`config.mk`:
```
export PLATFORM = sky130hd
export DESIGN_NAME = icache_refill_bridge
export DESIGN_NICKNAME = d
export VERILOG_FILES = /design/src/rtl/icache_refill_bridge.sv
export SDC_FILE = /design/constraint.sdc
export NUM_CORES = 1
export LEC_CHECK = 0
export CAP_MARGIN = 25
export CORE_MARGIN = 4
export CORE_UTILIZATION = 43
export CTS_BUF_LIST = sky130_fd_sc_hd__clkbuf_16
export CTS_CLUSTER_DIAMETER = 120
export DETAILED_ROUTE_END_ITERATION = 16
export GPL_ROUTABILITY_DRIVEN = 0
export PLACE_DENSITY_LB_ADDON = 0.2
export SYNTH_ARGS = -nofsm -noshare
export SYNTH_HDL_FRONTEND = slang
export SYNTH_SLANG_ARGS = --single-unit
```
`constraint.sdc`:
```
create_clock -name clk -period 2.4 [get_ports clk]
set_input_delay 0.6 -clock clk [delete_from_list [all_inputs] [get_ports clk]]
set_output_delay 0.6 -clock clk [all_outputs]
set_load 0.05 [all_outputs]
```
`src/rtl/icache_refill_bridge.sv`:
```
// Icache line-refill responder: accepts one refill request, issues a single AXI4
// INCR read burst for the whole line, and returns the assembled line in one dataOK cycle.
module icache_refill_bridge #(
  parameter int unsigned offset_width = 2
) (
  input  logic                                clk,
  input  logic                                rst,
  // Icache side
  input  logic                                icache_mem_req,
  input  logic [1:0]                          icache_mem_size,
  input  logic [31:0]                         icache_mem_addr,
  output logic                                mem_icache_addrOK,
  output logic                                mem_icache_dataOK,
  output logic [32*(2**offset_width)-1:0]     mem_icache_data,
  output logic                                mem_icache_err,
  // AXI4 AR channel
  output logic [31:0]                         araddr,
  output logic [7:0]                          arlen,
  output logic [2:0]                          arsize,
  output logic [1:0]                          arburst,
  output logic                                arvalid,
  input  logic                                arready,
  // AXI4 R channel
  input  logic [31:0]                         rdata,
  input  logic [1:0]                          rresp,
  input  logic                                rlast,
  input  logic                                rvalid,
  output logic                                rready
);

  localparam int unsigned WORDS = 2 ** offset_width;
  localparam logic [offset_width-1:0] LAST_BEAT = '1;

  typedef enum logic [1:0] {
    S_IDLE,
    S_AR,
    S_R,
    S_DONE
  } state_e;

  state_e                  state_q, state_d;
  logic [31:0]             araddr_q, araddr_d;
  logic [offset_width-1:0] beat_q, beat_d;
  logic                    err_q, err_d;
  logic                    beat_we;
  logic [31:0]             line_q [WORDS];

  always_comb begin
    state_d           = state_q;
    araddr_d          = araddr_q;
    beat_d            = beat_q;
    err_d             = err_q;
    beat_we           = 1'b0;
    mem_icache_addrOK = 1'b0;
    mem_icache_dataOK = 1'b0;
    mem_icache_err    = 1'b0;
    arvalid           = 1'b0;
    rready            = 1'b0;

    case (state_q)
      S_IDLE: begin
        mem_icache_addrOK = icache_mem_req;
        if (icache_mem_req) begin
          araddr_d = {icache_mem_addr[31:offset_width+2], {(offset_width+2){1'b0}}};
          beat_d   = '0;
          // Illegal transfer sizes still fetch a full line but report an error.
          err_d    = (icache_mem_size != 2'd2);
          state_d  = S_AR;
        end
      end
      S_AR: begin
        arvalid = 1'b1;
        if (arready) begin
          state_d = S_R;
        end
      end
      S_R: begin
        rready = 1'b1;
        if (rvalid) begin
          beat_we = 1'b1;
          beat_d  = beat_q + 1'b1;
          if ((rresp != 2'b00) || (rlast != (beat_q == LAST_BEAT))) begin
            err_d = 1'b1;
          end
          // The beat count alone ends the burst; rlast only feeds the error flag.
          if (beat_q == LAST_BEAT) begin
            state_d = S_DONE;
          end
        end
      end
      S_DONE: begin
        mem_icache_dataOK = 1'b1;
        mem_icache_err    = err_q;
        state_d           = S_IDLE;
      end
      default: state_d = S_IDLE;
    endcase
  end

  always_ff @(posedge clk) begin
    if (rst) begin
      state_q  <= S_IDLE;
      araddr_q <= '0;
      beat_q   <= '0;
      err_q    <= 1'b0;
    end else begin
      state_q  <= state_d;
      araddr_q <= araddr_d;
      beat_q   <= beat_d;
      err_q    <= err_d;
    end
  end

  always_ff @(posedge clk) begin
    if (rst) begin
      for (int unsigned i = 0; i < WORDS; i++) begin
        line_q[i] <= '0;
      end
    end else if (beat_we) begin
      line_q[beat_q] <= rdata;
    end
  end

  always_comb begin
    mem_icache_data = '0;
    for (int unsigned i = 0; i < WORDS; i++) begin
      mem_icache_data[32*i +: 32] = line_q[i];
    end
  end

  assign araddr  = araddr_q;
  assign arlen   = 8'(WORDS - 1);
  assign arsize  = 3'b010;
  assign arburst = 2'b01;

endmodule

```
==> reports/metrics.yaml <==
logic_synthesis:
  synthSimpleGateAreaFrac_pct: 18.9
  synth_common_cells: "edfxtp_1 (128), and2_1 (127), nand2_1 (59)"
  synth_top_cell_area_share_pct: 61.0
  synth-xor-area-share_pct: 0.139
  ys_async_sr_fraction_pct: 0
  synth_edf_count: 128
  synth.most_common_cell: "edfxtp_1"
  synth_top_cell_by_area: "edfxtp_1"
  syn_area_mm2: 0.00630
  synth_cell_types: 34
  synth-seq-cells: 161
  syn_area_per_cell_um2: 13.6
  synth_mux_area_share_pct: 0.159
  synth_compound_area_share_pct: 3.52
  ys_warn_count: 0
  synth_adder_area_share_pct: 1.19
  ys_seq_area_share_pct: 71.5
  synth_top_family_by_area: "simple AND/OR/NAND/NOR gates"
  ys.flop_type: "edfxtp_1"
  synth.area.top_cells: "edfxtp_1 (61%), and2_1 (13%), dfxtp_1 (10%), nand2_1 (3.5%), a21oi_1 (2.5%)"
  netlist_instances: 464
cts:
  h-tree-depth: 4
  clock_path_buffers: 2
  clk_root_buffer_cell: "clkbuf_16"
  clk_latency_ns: 0.42
  clock_sinks: 161
  cts_buffers: 17
  cts_tree: "built"
  cts.clk_slew.worst_paths_ns: 0.06
  postCtsHoldBufs: 0
global_route:
  first_global_vias: 4271
  grt_overflow: 0
  grt_max_degree: 39
  grt_pass1_wl_mm: 23.4
  antenna_found_initial: 0
  grt_usage_pct: 18.7
power:
  pwr_density_cell_mw_per_mm2: 877
  peakVddDrop_mv: 0.648
  p_leak_nw: 3.61
timing:
  worst_pin_slew_ns: 0.542
  fmax_ghz: 0.453
  hold_ws_ns: 0.454
  rsz0062_at_grt: "no"
  tns_ns: 0
  setup_viol: 0
  slew_headroom_pct: 63.8
  finalMaxSlewViolations: 0
  min_period_over_period_pct: 91.9
  period_minus_slack_ns: 2.21
  hold_viol_final: 0
  clock_skew_ns: 0.00530
floorplanning:
  die_y_um: 129
  start_util_pct: 44.7
  die-area_mm2: 0.0166
  die_x_um: 129
  ios: 252
  core_area_mm2: 0.0141
  rows: 43
routing:
  wirelength_mm: 15.5
  viasPerCell: 4.75
  drt_pass1_iterations: 4
  drt_first_iter_violations: 257
  antenna_left: 0
  wire_per_inst_um: 17.1
  num_vias: 4292
  remaining_drc_errors: 0
place:
  numPortBuffers: 230
  place_area_mm2: 0.00892
  dp_cells: 871
  place.detailed.hpwl_mm: 11.1
worst_setup_path:
  cp_cell_sequence: "clkdlybuf4s50_1"
  critical_path.top_delay_family: "buffers and inverters"
  cp-start-kind: "register"
  path_buf_inv: 1
  critPathCaptureType: "primary output"
  arrival_ns: 1.61
  cp_max_fo: 2
  cp-startpoint: "araddr[27]$_SDFFE_PP0P_"
  rr_startpoint: "state_q[0]$_SDFFE_PP0P_"
  cp_slowest_cell: "clkdlybuf4s50_1"
  crit_type: "register to primary output"
  cp_slowest_stage_delay_ns: 0.83
  worst_ep_required_time_ns: 1.80
min_path:
  min_path_type: "register to register"
  hold_start: "araddr[19]$_SDFFE_PP0P_"
cells_and_area:
  nNetsFinal: 790
  drive_gt1_share_pct: 9.82
  diodes: 0
  instances_no_fill: 903
  final_cell_area_mm2: 0.00951
  area_delta_synth_final_pct: 51.0
run_status:
  status: "complete, no violations"
flow_run:
  drv_cap: 0
-- final cells by class --
class	count	area, um2
clock buffers	17	425
clock inverters	15	169
fillers	1022	4590
inverters	4	15.0
multi-input cells	274	1580
flip-flops and latches	161	4500
well taps	180	225
repair buffers	252	2590
-- worst min-delay path: stages (launching register included) --
cell	delay, ns
dfxtp_1	0.31
nand2_1	0.05
a21oi_1	0.05
-- per-stage QoR --
stage	worst slack, ns	utilization (%)	total power [mW]
2_1_floorplan	0.0679	-	4.89
3_3_place_gp	0.0516	63.3	5.68
3_5_place_dp	0.0309	63.3	5.72
4_1_cts	0.150	67.5	8.42
5_1_grt	0.120	67.5	8.68
6_report	0.193	67.5	8.34
-- metal layers --
metal / vias up / wire length, um / global-route usage (%)
li1: 2033 / - / -
met1: 2037 / 5870 / 21.9
met2: 200 / 7720 / 31.1
met3: 22 / 1590 / 7.54
met4: 0 / 293 / 7.29
met5: - / 0 / 0
-- state kept, by name, indices dropped and copies added, names as in the netlist --
| signal | count |
|---|---|
| err_q | 1 |
| beat_q | 2 |
| araddr | 28 |
| line_q | 128 |
| state_q | 2 |
-- report_power, final --
group | internal (mW) | total (mW) | switching (mW)
Clock | 1.63 | 2.69 | 1.06
Sequential | 3.27 | 3.38 | 0.114
Combinational | 0.763 | 2.26 | 1.50
-- path summary, 6_finish.rpt --
kind | slack [ns] | endpoint | depth (start not counted)
worst min-delay path | 0.45 | araddr[19]$_SDFFE_PP0P_ | 2
worst min register to register | 0.45 | araddr[19]$_SDFFE_PP0P_ | 2
worst max register to register | 0.53 | line_q[1][18]$_SDFFCE_PN0P_ | 7
worst max-delay path | 0.19 | araddr[27] | 1
-- what timing repair did --
item,4_1_cts,5_1_grt
gates resized for setup,1,0
setup endpoints to repair,1,0
setup buffers,0,0
-- cell families after synthesis --
group           count (synthesis)
simple gates                  210
buf+inv                        44
xor+xnor                        1
flops                         161
other cells                     2
compound gates                 39
mux                             1
fa+ha+maj                       6
-- placed cells by master, fill, tap and decap left out, drive strengths merged, types with 2 or more instances in the layout --
cell and instances:
and2 129, clkinvlp 3, nor3b 2, nand2 60
ha 6, or2 4, clkdlybuf4s50 225, nor2 6
conb 17, nor2b 3, bufinv 3, inv 6
dfxtp 33, buf 26, edfxtp 128, clkinv 7
nor3 3, o21ai 3, clkbuf 17, a21oi 31
(Power assumes the default switching activity.)
